File: config.mk
export PLATFORM = sky130hd
export DESIGN_NAME = memory_access_stage
export DESIGN_NICKNAME = d
export VERILOG_FILES = /design/src/rtl/memory_access_stage.sv
export SDC_FILE = /design/constraint.sdc
export NUM_CORES = 1
export LEC_CHECK = 0
export BUFFER_PORTS_ARGS = -buffer_cell sky130_fd_sc_hd__buf_2
export CAP_MARGIN = 0
export CORE_AREA = 2 2 364 366
export DETAILED_ROUTE_END_ITERATION = 16
export DIE_AREA = 0 0 366 368
export GPL_TIMING_DRIVEN = 0
export HOLD_SLACK_MARGIN = 0.08
export SYNTH_ARGS = -nofsm -noshare
export SYNTH_HDL_FRONTEND = slang
export SYNTH_SLANG_ARGS = --single-unit
File: constraint.sdc
create_clock -name clk -period 2.9 [get_ports clk]
set_input_delay 0.145 -clock clk [delete_from_list [all_inputs] [get_ports clk]]
set_output_delay 0.145 -clock clk [all_outputs]
set_load 0.01 [all_outputs]
File: src/rtl/memory_access_stage.sv
// memory_access_stage: single-entry memory access stage between execute and
// writeback. Computes the effective address, issues one load/store request,
// extends load data and hands the result on with its pass-through payload.
// Optional alignment check: define MEM_ALIGN_CHECK_EN to fault misaligned
// loads/stores instead of issuing them.
//
// state | meaning
// ------+------------------------------------------------------------
// IDLE  | empty, ready to accept an instruction
// REQ   | memory request presented, waiting for memReqReady
// WAIT  | request accepted by memory, waiting for memRespValid
// DONE  | result held on the output until writeback takes it
module memory_access_stage #(
  parameter int DATA_WIDTH    = 64,
  parameter int PAYLOAD_WIDTH = 256,
  parameter int DISP_WIDTH    = 32
) (
  input  logic                     clk,
  input  logic                     resetN,
  input  logic                     inValid,
  output logic                     inReady,
  input  logic [1:0]               memOpIn,
  input  logic [1:0]               memSizeIn,
  input  logic                     loadSignedIn,
  input  logic [DATA_WIDTH-1:0]    baseIn,
  input  logic [DISP_WIDTH-1:0]    dispIn,
  input  logic [DATA_WIDTH-1:0]    storeDataIn,
  input  logic [PAYLOAD_WIDTH-1:0] payloadIn,
  output logic                     memReqValid,
  input  logic                     memReqReady,
  output logic                     memReqWrite,
  output logic [DATA_WIDTH-1:0]    memReqAddr,
  output logic [1:0]               memReqSize,
  output logic [DATA_WIDTH-1:0]    memReqData,
  input  logic                     memRespValid,
  input  logic [DATA_WIDTH-1:0]    memRespData,
  output logic                     outValid,
  input  logic                     outReady,
  output logic [DATA_WIDTH-1:0]    resultOut,
  output logic [PAYLOAD_WIDTH-1:0] payloadOut,
  output logic                     faultOut
);

  typedef enum logic [1:0] {
    S_IDLE = 2'd0,
    S_REQ  = 2'd1,
    S_WAIT = 2'd2,
    S_DONE = 2'd3
  } state_t;

  state_t                   state_q, state_d;
  logic [DATA_WIDTH-1:0]    addr_q, addr_d;
  logic [DATA_WIDTH-1:0]    data_q, data_d;
  logic                     write_q, write_d;
  logic [1:0]               size_q, size_d;
  logic                     signed_q, signed_d;
  logic [DATA_WIDTH-1:0]    result_q, result_d;
  logic [PAYLOAD_WIDTH-1:0] payload_q, payload_d;
  logic                     fault_q, fault_d;

  logic                  accept;
  logic                  is_mem;
  logic                  misaligned;
  logic [DATA_WIDTH-1:0] eff_addr;

  // Truncate returned data to the access size, then zero/sign extend.
  function automatic logic [DATA_WIDTH-1:0] load_ext(
    input logic [DATA_WIDTH-1:0] d,
    input logic [1:0]            sz,
    input logic                  sgn
  );
    logic [DATA_WIDTH-1:0] r;
    case (sz)
      2'd0:    r = {{(DATA_WIDTH-8){sgn & d[7]}}, d[7:0]};
      2'd1:    r = {{(DATA_WIDTH-16){sgn & d[15]}}, d[15:0]};
      2'd2:    r = {{(DATA_WIDTH-32){sgn & d[31]}}, d[31:0]};
      default: r = d;
    endcase
    return r;
  endfunction

  assign eff_addr = baseIn + {{(DATA_WIDTH-DISP_WIDTH){dispIn[DISP_WIDTH-1]}}, dispIn};
  // Reserved op code 3 behaves as "none".
  assign is_mem   = (memOpIn == 2'd1) || (memOpIn == 2'd2);

`ifdef MEM_ALIGN_CHECK_EN
  // Address must be a multiple of the access size.
  always_comb begin
    misaligned = 1'b0;
    case (memSizeIn)
      2'd0:    misaligned = 1'b0;
      2'd1:    misaligned = eff_addr[0];
      2'd2:    misaligned = |eff_addr[1:0];
      default: misaligned = |eff_addr[2:0];
    endcase
  end
`else
  assign misaligned = 1'b0;
`endif

  assign inReady = (state_q == S_IDLE) || ((state_q == S_DONE) && outReady);
  assign accept  = inValid && inReady;

  // Next-state and datapath update; an accept in DONE overrides the return to IDLE.
  always_comb begin
    state_d   = state_q;
    addr_d    = addr_q;
    data_d    = data_q;
    write_d   = write_q;
    size_d    = size_q;
    signed_d  = signed_q;
    result_d  = result_q;
    payload_d = payload_q;
    fault_d   = fault_q;

    case (state_q)
      S_REQ: begin
        if (memReqReady) begin
          if (memRespValid) begin
            state_d  = S_DONE;
            result_d = write_q ? '0 : load_ext(memRespData, size_q, signed_q);
          end else begin
            state_d = S_WAIT;
          end
        end
      end
      S_WAIT: begin
        if (memRespValid) begin
          state_d  = S_DONE;
          result_d = write_q ? '0 : load_ext(memRespData, size_q, signed_q);
        end
      end
      S_DONE: begin
        if (outReady) state_d = S_IDLE;
      end
      default: state_d = state_q;
    endcase

    if (accept) begin
      payload_d = payloadIn;
      addr_d    = eff_addr;
      data_d    = storeDataIn;
      write_d   = (memOpIn == 2'd2);
      size_d    = memSizeIn;
      signed_d  = loadSignedIn;
      fault_d   = is_mem && misaligned;
      result_d  = is_mem ? '0 : baseIn;
      state_d   = (is_mem && !misaligned) ? S_REQ : S_DONE;
    end
  end

  // State and datapath registers.
  always_ff @(posedge clk or negedge resetN) begin
    if (!resetN) begin
      state_q   <= S_IDLE;
      addr_q    <= '0;
      data_q    <= '0;
      write_q   <= 1'b0;
      size_q    <= 2'd0;
      signed_q  <= 1'b0;
      result_q  <= '0;
      payload_q <= '0;
      fault_q   <= 1'b0;
    end else begin
      state_q   <= state_d;
      addr_q    <= addr_d;
      data_q    <= data_d;
      write_q   <= write_d;
      size_q    <= size_d;
      signed_q  <= signed_d;
      result_q  <= result_d;
      payload_q <= payload_d;
      fault_q   <= fault_d;
    end
  end

  assign memReqValid = (state_q == S_REQ);
  assign memReqWrite = write_q;
  assign memReqAddr  = addr_q;
  assign memReqSize  = size_q;
  assign memReqData  = data_q;
  assign outValid    = (state_q == S_DONE);
  assign resultOut   = result_q;
  assign payloadOut  = payload_q;
  assign faultOut    = fault_q;

endmodule

==> summary.md, run 1 <==
| Metric | Value |
|---|---|
| Status | finished clean |
| Tightest Hold Check Type | in2reg |
| Distinct cell type count after synthesis | 66 |
| Synthesized flop and latch total | 454 |
| Cells after Synth | 2562 |
| Asr flop ratio synth | 1.00 |
| Initial antenna violation count | 16 |
| Starting Density | 0.164 |
| Die height | 368 microns |
| Sequential area share after synthesis | 0.530 |
| HPWL after DPL | 91500 microns |
| Cts bufs inserted | 56 |
| Commonest non-fill, non-tap cells in the layout | nand2_1, buf_2, dlygate4sd3_1 |
| Setup slack at placement | -1.79 ns |
| GRT overflow | 0 |
| Syn Area/Cell | 8.37 sq um |
| Leak | 18.2 nW |
| Port Buffers | 944 |
| Top_reg_cell synth | dfrtp_1 |
| Synthesized area | 21400 sq um |
| Htree depth | 2 |
| Crit path DAT | 3.31 ns |
| Startpoint types | input pin |
| Final Cycle Share | 0.975 |
| Gpl congestion | 0.949 |
| Ys Warns | 0 |
| Clock Latency Late Sink | 0.64 ns |
| Num ports | 946 |
| Detailed Route WL | 117000 microns |
| Clock skew | 0.0143 ns |
| Final core utilization | 0.272 |
| Critical path fanouts, max | 10 |
| Area growth, synth to finish | 66.1% |
| Remaining antenna violation count | 0 |
| Area of the core | 131000 sq um |
| Max_slew headroom | 0.455 |
| CP Capture Type | register |
| Drt initial violations | 1628 |
| RSZ-0062 raised after global routing | yes |
| Setup violations, final | 0 |
| Share of cells above drive strength 1 | 0.286 |
| Fmax | 354 MHz |
| TritonCTS clock tree | yes |
| Global-route total usage across every layer | 0.166 |
| Pwr Density | 940 nW/um^2 |
| Largest net degree at the start of global routing | 113 |
| Via Count | 24700 |
| CP Class | in2reg |
| Sink Count | 454 |
| Clock slew seen by the registers of the worst setup and hold paths | 0.05 ns |
| Min Tclk post-route | 2.83 ns |
| Worst vdd ir | 0.000555 V |
| Root Buffer | clkbuf_16 |
| Vias in the first global route | 24900 |
| Clock buffer depth | 3 |
| First drt pass iteration count | 8 |
| # nets final | 4601 |
| DR WL/cell | 20.0 microns |
| Syn_nets | 3118 |
| Final Max Slew Viols | 0 |
| Tightest Pin Transition | 0.813 ns |
| Max-cap violations | 0 |
| Die area | 135000 sq um |
| Width of the die | 366 microns |
| Final Hold Violating Endpoints | 0 |
| Post-synth EDFFs | 0 |
| # rows | 133 |
| Commonest non-fill, non-tap cell in the layout | nand2_1 |
| Drt via density | 4.23 |
| Setup WS post-layout | 0.0734 ns |
| Cell Count, Final, Fillers Out | 5851 |
| Dpl cells | 5266 |
| Final routed DRC violation total | 0 |
| First-pass GRT wire length | 168000 microns |
| Worst Path Required | 3.39 ns |
state kept, by name, indices dropped and copies added (netlist names):
name,flops
memReqSize,2
memReqWrite,1
signed_q,1
resultOut,64
memReqAddr,64
memReqData,64
state_q,2
payloadOut,256
synthesized netlist by cell type, types with 6 or more instances:
| library cell | instances | area (sq um) |
|---|---|---|
| nand2_1 | 1126 | 4230 |
| dfrtp_1 | 454 | 11400 |
| a21oi_1 | 170 | 851 |
| clkbuf_1 | 132 | 495 |
| nor2_1 | 122 | 458 |
| o21ai_0 | 113 | 566 |
| ha_1 | 64 | 801 |
| a31oi_1 | 39 | 244 |
| xnor2_1 | 35 | 307 |
| nand3_1 | 28 | 140 |
| a21o_1 | 25 | 188 |
| nand4_1 | 23 | 144 |
| xor2_1 | 22 | 193 |
| inv_1 | 21 | 78.8 |
| o21ai_1 | 19 | 95.1 |
| nor3_1 | 15 | 75.1 |
| buf_2 | 14 | 70.1 |
| o21bai_1 | 12 | 90.1 |
| a211oi_1 | 11 | 82.6 |
| a22oi_1 | 10 | 75.1 |
| o21a_1 | 9 | 67.6 |
| o211ai_1 | 7 | 52.6 |
| nor2b_1 | 6 | 37.5 |
worst max-delay path, cell delays in order:
cell and delay, ns:
dlygate4sd3_1 0.55, buf_2 0.14, ha_1 0.27, buf_2 0.24, nand4_1 0.19, nor2_1 0.14
a22oi_1 0.13, o2bb2ai_1 0.27, a31oi_4 0.12, o41a_4 0.46, o41ai_4 0.38, xnor2_1 0.19
o21ai_1 0.08
cell families after synthesis:
logic type / share of synthesized area
AND/OR/NAND/NOR: 0.247
AO/OA/AOI/OAI: 0.128
flip-flops: 0.530
buffers and inverters: 0.0327
adder cells (fa/ha/maj): 0.0383
XOR/XNOR: 0.0233
other: 0.000175
multiplexers: 0.000467
layout make-up:
cell class	count	area [sq um]
antenna	6	15.0
buffer	151	697
clock buffer	77	1620
clock inverter	26	439
fill	14100	95200
inverter	22	82.6
multi-input combinational	1931	9510
sequential	454	11400
tap	1755	2200
timing repair buffer	1429	9680
per-layer routing:
| layer | part of all wire | GRT usage |
|---|---|---|
| met5 | 0.0012 | 0 |
| met3 | 0.081 | 0.0474 |
| met2 | 0.46 | 0.270 |
| met1 | 0.41 | 0.207 |
| met4 | 0.046 | 0.0692 |
through the flow:
stage               hold WS (ns)  instance area, sq um  power [mW]   TNS, ns
global placement           0.336                 28400        24.7  -4143.89
CTS                       0.0865                 35400        33.6         0
detailed placement        0.0603                 28500        25.0   -380.63
floorplan                 -0.151                 21400        17.5         0
global route               0.120                 35600        35.6   -0.0500
finish                     0.147                 35600        33.5         0
power by group:
part           total, mW  switching [mW]  leakage, nW  internal (mW)
sequential          11.2            1.80         5.62           9.36
clock               7.87            3.06         1.02           4.81
combinational       14.5            9.34         11.6           5.11
total               33.5            14.2         18.2           19.3
timing repair:
| action | CTS | global route |
|---|---|---|
| hold endpoints to repair | 641 | 0 |
| pin swaps | 1 | 3 |
| hold buffers | 477 | 0 |
| endpoints found under the setup margin | 439 | 319 |
| buffers inserted | 1 | 2 |
| gates resized for setup | 32 | 107 |
worst paths after layout:
| path | to | slack (ns) | cells past startpoint | start |
|---|---|---|---|---|
| hold reg to reg | memReqData[44]$_DFFE_PN0P_ | 0.47 | 2 | memReqData[44]$_DFFE_PN0P_ |
| hold / removal | memReqAddr[20]$_DFFE_PN0P_ | 0.15 | 5 | dispIn[20] |
| setup / recovery | memReqAddr[59]$_DFFE_PN0P_ | 0.07 | 13 | baseIn[22] |
| min in group asynchronous | payloadOut[159]$_DFFE_PN0P_ | 0.70 | 4 | resetN |
| max in group asynchronous | payloadOut[226]$_DFFE_PN0P_ | 1.00 | 5 | resetN |
| setup reg to reg | state_q[0]$_DFFE_PN0P_ | 0.25 | 8 | state_q[1]$_DFFE_PN0P_ |
(Power assumes the default switching activity.)
==> inputs of run 2 (changes only) <==
Settings changed: MAX_ROUTING_LAYER set to met4.
==> run 2 against run 1 <==
Critical path depth decreased by 1. Critical endpoint unchanged. Worst hold slack worse by 0.0044 ns. Count of clock-buffer cells in the layout increased by 7. Clock power shrank 3.3%. Highest routed layer is now met4. Final area down 0.38%. Register-to-register slack got worse by 0.14 ns.
==> summary.md, run 2 (synthesized netlist as in run 1, its figures left out) <==
| Metric | Value |
|---|---|
| Setup slack at placement | -1.57 ns (+0.212 ns) |
| Largest net degree at the start of global routing | 115 (+1.8%) |
| Max_slew headroom | 0.416 (-0.0393) |
| Pwr Density | 935 nW/um^2 (-0.55%) |
| Reg2reg setup slack | 0.11 ns (-0.14 ns) |
| Final core utilization | 0.271 (-0.00103) |
| # rows | 133 (unchanged) |
| Status | finished clean |
| Final Cycle Share | 0.981 (+0.00629) |
| CP Capture Type | register |
| Port Buffers | 944 (unchanged) |
| Clock slew seen by the registers of the worst setup and hold paths | 0.06 ns (about the same) |
| Die height | 368 microns (unchanged) |
| Final Max Slew Viols | 0 (unchanged) |
| GRT overflow | 0 (unchanged) |
| Min Tclk post-route | 2.84 ns (+0.0183 ns) |
| Clock buffer depth | 3 (unchanged) |
| Worst Path Required | 3.38 ns (about the same) |
| Area of the core | 131000 sq um (unchanged) |
| Commonest non-fill, non-tap cells in the layout | nand2_1, buf_2, dlygate4sd3_1 |
| Fmax | 352 MHz (-0.64%) |
| Vias in the first global route | 24400 (-2.1%) |
| Clock Latency Late Sink | 0.64 ns (about the same) |
| Max-cap violations | 0 (unchanged) |
| Tightest Pin Transition | 0.872 ns (+0.0586 ns) |
| Setup violations, final | 0 (unchanged) |
| Die area | 135000 sq um (unchanged) |
| First-pass GRT wire length | 166000 microns (-1.2%) |
| Final Hold Violating Endpoints | 0 (unchanged) |
| CP Class | in2reg |
| Sink Count | 454 (unchanged) |
| Final routed DRC violation total | 0 (unchanged) |
| Cts bufs inserted | 55 (-1.8%) |
| Drt initial violations | 1584 (-2.7%) |
| Crit path DAT | 3.33 ns (+0.02 ns) |
| Detailed Route WL | 116000 microns (-0.28%) |
| DR WL/cell | 19.9 microns (-0.45%) |
| Root Buffer | clkbuf_16 |
| # nets final | 4597 (-0.087%) |
| Remaining antenna violation count | 0 (unchanged) |
| TritonCTS clock tree | yes |
| HPWL after DPL | 92000 microns (+0.54%) |
| Worst vdd ir | 0.000556 V (about the same) |
| RSZ-0062 raised after global routing | yes |
| Clock skew | 0.0207 ns (+0.00636 ns) |
| Max reg flops | 256 (unchanged) |
| Commonest non-fill, non-tap cell in the layout | nand2_1 |
| Power Total | 33.2 mW (-0.93%) |
| Share of cells above drive strength 1 | 0.279 (-0.00748) |
| Drt via density | 4.21 (-0.40%) |
| Via Count | 24700 (-0.23%) |
| Global-route total usage across every layer | 0.170 (+0.00339) |
| Critical path fanouts, max | 5 (-5) |
| Starting Density | 0.164 (unchanged) |
| Tightest Hold Check Type | in2reg |
| Num ports | 946 (unchanged) |
| First drt pass iteration count | 5 (-3) |
| Area growth, synth to finish | 65.5% |
| Initial antenna violation count | 21 (+5) |
| Leak | 18.1 nW (-0.66%) |
| Startpoint types | input pin |
| Dpl cell area | 28500 sq um (unchanged) |
| Gpl congestion | 0.949 (about the same) |
| Final instance area | 35500 sq um (-0.38%) |
| Setup WS post-layout | 0.0552 ns (-0.0183 ns) |
| Htree depth | 2 (unchanged) |
| Width of the die | 366 microns (unchanged) |
## run 2: cell type report
type                            instances  area [sq um]
Antenna cell                           21          52.6
Buffer                                153           686
Clock buffer                           84          1660
Clock inverter                         17           315
Fill cell                           14200         95300
Inverter                               22          82.6
Multi-Input combinational cell       1931          9480
Sequential cell                       454         11400
Tap cell                             1755          2200
Timing Repair Buffer                 1424          9640
## run 2: final timing paths
kind | startpoint | endpoint | cells past startpoint
worst max-delay path | baseIn[8] | memReqAddr[59]$_DFFE_PN0P_ | 12
worst min-delay path | dispIn[9] | memReqAddr[9]$_DFFE_PN0P_ | 4
worst max register to register | state_q[1]$_DFFE_PN0P_ | state_q[0]$_DFFE_PN0P_ | 8
worst min register to register | payloadOut[123]$_DFFE_PN0P_ | payloadOut[123]$_DFFE_PN0P_ | 2
max in group asynchronous | resetN | payloadOut[239]$_DFFE_PN0P_ | 5
min in group asynchronous | resetN | payloadOut[130]$_DFFE_PN0P_ | 4
## run 2: repair_timing
action	4_1_cts	5_1_grt
pin swaps	1	1
gates resized for setup	32	68
setup buffers	1	0
endpoints found under the hold margin	642	0
hold buffers	474	0
setup endpoints to repair	440	188
## run 2: through the flow
step                cells  hold WS, ns  TNS (ns)
floorplan            2562       -0.151         0
global placement     5261        0.335  -4146.65
detailed placement   5266       0.0311   -362.99
CTS                  5842       0.0824         0
global route         5856        0.148    -0.106
finish               5861        0.143         0
## run 2: worst max-delay path: stages
cell           delay, ns
dlygate4sd3_1       0.54
buf_2               0.14
ha_1                0.38
nand2_1             0.09
o21ai_2             0.22
nand3_1             0.13
nand3_1             0.32
a31oi_4             0.24
o41a_4              0.46
o41ai_4             0.37
xnor2_1             0.19
o21ai_1             0.08
## run 2: power by group
group / internal, mW / leakage, nW / switching, mW
sequential: 9.36 / 5.62 / 1.76
combinational: 5.09 / 11.5 / 9.35
clock: 4.64 / 0.971 / 2.98
## run 2: layer usage
layer	GRT usage	routed length (microns)
met1	0.209	49000
met2	0.271	54400
met3	0.0395	8230
met4	0.0641	4770
met5	-	0
